**src/rtl/pc_unit.sv**
```systemverilog
// Program counter and fetch sequencer: fetches over a req/ack handshake, latches the
// instruction, then selects the next PC from sequential, branch, jump or register targets.
module pc_unit #(
    parameter logic [31:0] RESET_PC = 32'h0000_0000
) (
    input  logic        clk,
    input  logic        reset,
    input  logic        PCSrc,
    input  logic        Jump,
    input  logic        JumpReg,
    input  logic [15:0] Imm16,
    input  logic [25:0] JumpIndex,
    input  logic [31:0] RegAddr,
    input  logic        Stall,
    output logic        ImemReq,
    output logic [31:0] ImemAddr,
    input  logic        ImemAck,
    input  logic [31:0] ImemRdata,
    output logic [31:0] Instr,
    output logic        InstrValid,
    output logic [31:0] PC,
    output logic [31:0] PCPlus4,
    output logic        MisalignErr
);

    typedef enum logic [1:0] {
        StIdle,
        StFetch,
        StExec,
        StTrap
    } state_e;

    state_e      state_q;
    logic [31:0] pc_q;
    logic [31:0] instr_q;
    logic        misalign_q;

    logic [31:0] pc_plus4;
    logic [31:0] branch_off;
    logic [31:0] next_pc;

    always_comb begin
        pc_plus4   = pc_q + 32'd4;
        branch_off = {{14{Imm16[15]}}, Imm16, 2'b00};
        next_pc    = pc_plus4;
        if (JumpReg) begin
            next_pc = RegAddr;
        end else if (Jump) begin
            next_pc = {pc_plus4[31:28], JumpIndex, 2'b00};
        end else if (PCSrc) begin
            next_pc = pc_plus4 + branch_off;
        end
    end

    always_ff @(posedge clk) begin
        if (reset) begin
            state_q    <= StIdle;
            pc_q       <= RESET_PC;
            instr_q    <= 32'h0;
            misalign_q <= 1'b0;
        end else begin
            unique case (state_q)
                StIdle: state_q <= StFetch;
                StFetch: begin
                    if (ImemAck) begin
                        instr_q <= ImemRdata;
                        state_q <= StExec;
                    end
                end
                StExec: begin
                    if (!Stall) begin
                        // Only a jr target can be misaligned; PC stays on the faulting instruction.
                        if (next_pc[1:0] != 2'b00) begin
                            misalign_q <= 1'b1;
                            state_q    <= StTrap;
                        end else begin
                            pc_q    <= next_pc;
                            state_q <= StFetch;
                        end
                    end
                end
                StTrap: state_q <= StTrap;
                default: state_q <= StIdle;
            endcase
        end
    end

    assign ImemReq     = (state_q == StFetch);
    assign InstrValid  = (state_q == StExec);
    assign ImemAddr    = pc_q;
    assign PC          = pc_q;
    assign PCPlus4     = pc_plus4;
    assign Instr       = instr_q;
    assign MisalignErr = misalign_q;

endmodule
```
**config.mk**
```make
export PLATFORM = sky130hd
export DESIGN_NAME = pc_unit
export DESIGN_NICKNAME = d
export VERILOG_FILES = /design/src/rtl/pc_unit.sv
export SDC_FILE = /design/constraint.sdc
export NUM_CORES = 1
export LEC_CHECK = 0
export CORE_ASPECT_RATIO = 0.75
export CORE_MARGIN = 5
export CORE_UTILIZATION = 47
export CTS_BUF_LIST = sky130_fd_sc_hd__clkbuf_8
export DETAILED_ROUTE_END_ITERATION = 16
export PLACE_DENSITY = 0.89
export SETUP_SLACK_MARGIN = 0.2
export SYNTH_ARGS = -nofsm -noshare
export SYNTH_HDL_FRONTEND = slang
export SYNTH_SLANG_ARGS = --single-unit
```
**constraint.sdc**
```tcl
create_clock -name clk -period 6.5 [get_ports clk]
set_input_delay 1.3 -clock clk [delete_from_list [all_inputs] [get_ports clk]]
set_output_delay 1.3 -clock clk [all_outputs]
set_load 0.02 [all_outputs]
```
==> impl_metrics.csv <==
group,metric,value,unit
timing,setup_violations,0,
drt,finalWirelength,20900,um
critical_path,end_kind,"output port",
finish,num-fill-cells,969,
die,row_count,34,
timing,fin_ws,1.74,ns
timing,max_clock_freq,210,MHz
die,initial_core_util,0.475,
global_routing,grt_remaining_overflow,0,
placed_design,gp_congestion,0.980,
critical_path,worst_setup_path_start_kind,"flop",
global_routing,grt_max_degree,68,
finish,num-nets-final,1084,
finish,syn_to_final_growth,45.9,%
logic_synthesis,synth-seq-cells,67,
logic_synthesis,yosysSeqAreaShare,0.246,
logic_synthesis,yosysWarnings,0,
die,die_y,103,um
die,die-area,13900,um^2
finish,n_antenna_cell,0,
flow_run,maxCapViolations,0,
finish,drive_gt1_frac,0.0383,
logic_synthesis,yosys.cell_types.count,62,
clock_network,post_cts_buffers,0,
critical_path,arrival,3.46,ns
clock_network,clk_path_buf_depth,2,
clock_network,cts_tree,"done",
clock_network,cts_resized,0,
global_routing,grt_usage,0.289,
critical_path,cp_slowest_cell,"clkdlybuf4s50_1",
clock_network,cts-root-buf,"clkbuf_8",
logic_synthesis,avgSynthCellArea,7.31,um^2
drt,num_vias,6339,
clock_network,holdBufCountCts,0,
clock_network,cts_inserted_buffers,9,
timing,tightestPinTransition,1.01,ns
drt,drc,0,
critical_path,cp.buffers_inverters,2,
critical_path,path_delay_family,"simple AND/OR/NAND/NOR gates",
die,core,11500,um^2
clock_network,clock-sinks,67,
logic_synthesis,ys_async_sr_fraction,0,
drt,vias_per_cell,5.85,
drt,wl_per_cell,19.3,um
placed_design,hpwl,16000,um
timing,hold_violations,0,
die,dieWidth,134,um
run_status,status,"completed",
critical_path,critPathMaxStageDelay,0.69,ns
drt,drt_iter0_drc,514,
global_routing,grt_pass1_wl,31900,um
placed_design,port_buffers,243,
critical_path,crit_chain,"ha_1 -> nand4_1 -> nor3_1 -> nand2_1 -> inv_2 -> and3_1 -> xor2_1 -> clkdlybuf4s50_1",
timing,fin_skew,0.00621,ns
logic_synthesis,syn-num-nets,896,
logic_synthesis,synth_ff_type,"dfxtp_1",
timing,slew_viol_final,0,
critical_path,critical_path_class,"flop to output port",
timing,fin_crit,4.76,ns
logic_synthesis,postSynthCellCount,746,
critical_path,path_max_fanout,6,
drt,firstDrtPassIters,7,
power_and_ir_drop,power_density,149,nW/um^2
clock_network,clk_latency,0.36,ns
clock_network,clkTransAtPathRegs,0.09,ns
timing,relSlewSlack,0.318,
power_and_ir_drop,power,0.00119,W
global_routing,grt_pass1_vias,6211,
timing,fin_crit_sh,0.732,
clock_network,h-tree-depth,3,
power_and_ir_drop,p_leak,3.16,nW
drt,ant_nets,0,
logic_synthesis,synth.cell_area,5450,um^2
timing,tns,0,ns
critical_path,required,5.20,ns
global_routing,antenna_found_initial,0,
finish,utilization,0.692,
hold_path,hold_path.class,"flop to flop",
logic_synthesis,synth_edf_count,0,
timing,fin_hold_ws,0.456,ns
power_and_ir_drop,peakVddDrop,0.155,mV
die,ioPinCount,244,
timing,rsz0062_at_grt,"no",
placed_design,post-place-ws,1.76,ns
## cells in the final DEF, fill, tap and decap left out, types with 18 or more instances in the layout
cell | Yosys | final
a21oi_1 | 86 | 86
and3_1 | 18 | 18
nand3_1 | 22 | 22
a211oi_1 | 19 | 19
nor2_1 | 56 | 55
xor2_1 | 22 | 22
clkdlybuf4s50_1 | 0 | 242
o21ai_0 | 28 | 28
nand2_1 | 118 | 118
ha_1 | 36 | 36
a21o_1 | 27 | 27
xnor2_1 | 28 | 28
dfxtp_1 | 67 | 67
## path summary, 6_finish.rpt
| kind | start | to | slack [ns] | cells past startpoint |
|---|---|---|---|---|
| setup / recovery | ImemAddr[3]$_SDFFE_PP0P_ | PCPlus4[24] | 1.74 | 8 |
| hold / removal | Instr[21]$_SDFFE_PP0P_ | Instr[21]$_SDFFE_PP0P_ | 0.46 | 2 |
| setup reg to reg | ImemAddr[3]$_SDFFE_PP0P_ | ImemAddr[31]$_SDFFE_PP0P_ | 2.02 | 17 |
| hold reg to reg | Instr[21]$_SDFFE_PP0P_ | Instr[21]$_SDFFE_PP0P_ | 0.46 | 2 |
## logic make-up (layout without fill, tap and decap cells)
group	after synthesis	after routing	share of synthesized area
simple gates	269	269	0.224
fa+ha+maj	37	37	0.0863
mux	6	6	0.0110
xor+xnor	50	50	0.0803
buf+inv	87	280	0.0833
flops	67	67	0.246
compound gates	230	230	0.269
## metal layers
layer	vias up	wire length [um]	track usage
li1	3015	-	-
met1	2926	8550	0.372
met2	356	9450	0.464
met3	42	2400	0.0895
met4	0	488	0.100
met5	-	0	0
## cell type report
cell class	count	area, um^2	area share
Sequential cell	67	1340	0.169
Clock inverter	7	106	0.0134
Inverter	13	48.8	0.00614
Tap cell	144	180	0.0227
Clock buffer	9	124	0.0156
Timing Repair Buffer	251	2490	0.313
Multi-Input combinational cell	592	3660	0.461
## registers in the layout, indices dropped and copies added, names as in the netlist
register / flops
ImemAddr: 32
state_q: 2
Instr: 32
MisalignErr: 1
## stage by stage
| stage | instance area [um^2] | std cells |
|---|---|---|
| 6_report | 7950 | 1083 |
| 5_1_grt | 7950 | 1083 |
| 4_1_cts | 7950 | 1083 |
| 3_5_place_dp | 7720 | 1067 |
| 3_3_place_gp | 7720 | 1067 |
| 2_1_floorplan | 5450 | 746 |
## worst reg2reg max path: stages (launching register included)
cell and delay, ns:
dfxtp_1 0.46, ha_1 0.25, nand4_1 0.24, nor3_1 0.58, nand2_1 0.25, inv_2 0.13, and3_1 0.17, xor2_1 0.33
ha_1 0.40, a21o_1 0.19, a21o_1 0.16, a21oi_1 0.13, o21ai_0 0.09, a21oi_1 0.26, o21ai_1 0.14, xor2_1 0.17
a21o_1 0.22, a31o_1 0.20
## synth_stat cells (2+ instances only)
| cell type | count | share of area |
|---|---|---|
| a211o_1 | 2 | 0.0032 |
| a211oi_1 | 19 | 0.026 |
| a21boi_1 | 2 | 0.0028 |
| a21o_1 | 27 | 0.037 |
| a21oi_1 | 86 | 0.079 |
| a311oi_1 | 4 | 0.0064 |
| a31oi_1 | 6 | 0.0069 |
| a41oi_1 | 2 | 0.0032 |
| and2_1 | 5 | 0.0057 |
| and3_1 | 18 | 0.021 |
| buf_4 | 34 | 0.047 |
| clkbuf_1 | 40 | 0.028 |
| dfxtp_1 | 67 | 0.25 |
| ha_1 | 36 | 0.083 |
| inv_1 | 11 | 0.0076 |
| mux2i_1 | 6 | 0.011 |
| nand2_1 | 118 | 0.081 |
| nand2b_1 | 5 | 0.0057 |
| nand3_1 | 22 | 0.020 |
| nand4_1 | 13 | 0.015 |
| nor2_1 | 56 | 0.039 |
| nor2b_1 | 3 | 0.0034 |
| nor3_1 | 14 | 0.013 |
| nor3b_1 | 2 | 0.0028 |
| o211ai_1 | 6 | 0.0083 |
| o21a_1 | 2 | 0.0028 |
| o21ai_0 | 28 | 0.026 |
| o21ai_1 | 13 | 0.012 |
| o21bai_1 | 5 | 0.0069 |
| o221a_2 | 2 | 0.0041 |
| o221ai_1 | 2 | 0.0032 |
| o22ai_1 | 5 | 0.0057 |
| o31ai_1 | 4 | 0.0055 |
| or3_1 | 5 | 0.0057 |
| xnor2_1 | 28 | 0.045 |
| xor2_1 | 22 | 0.035 |
## where the power goes
part           switching [W]  internal, W
sequential         0.0000140     0.000425
combinational       0.000168     0.000157
clock               0.000199     0.000224
No activity file was read; power rests on OpenSTA's default activity.
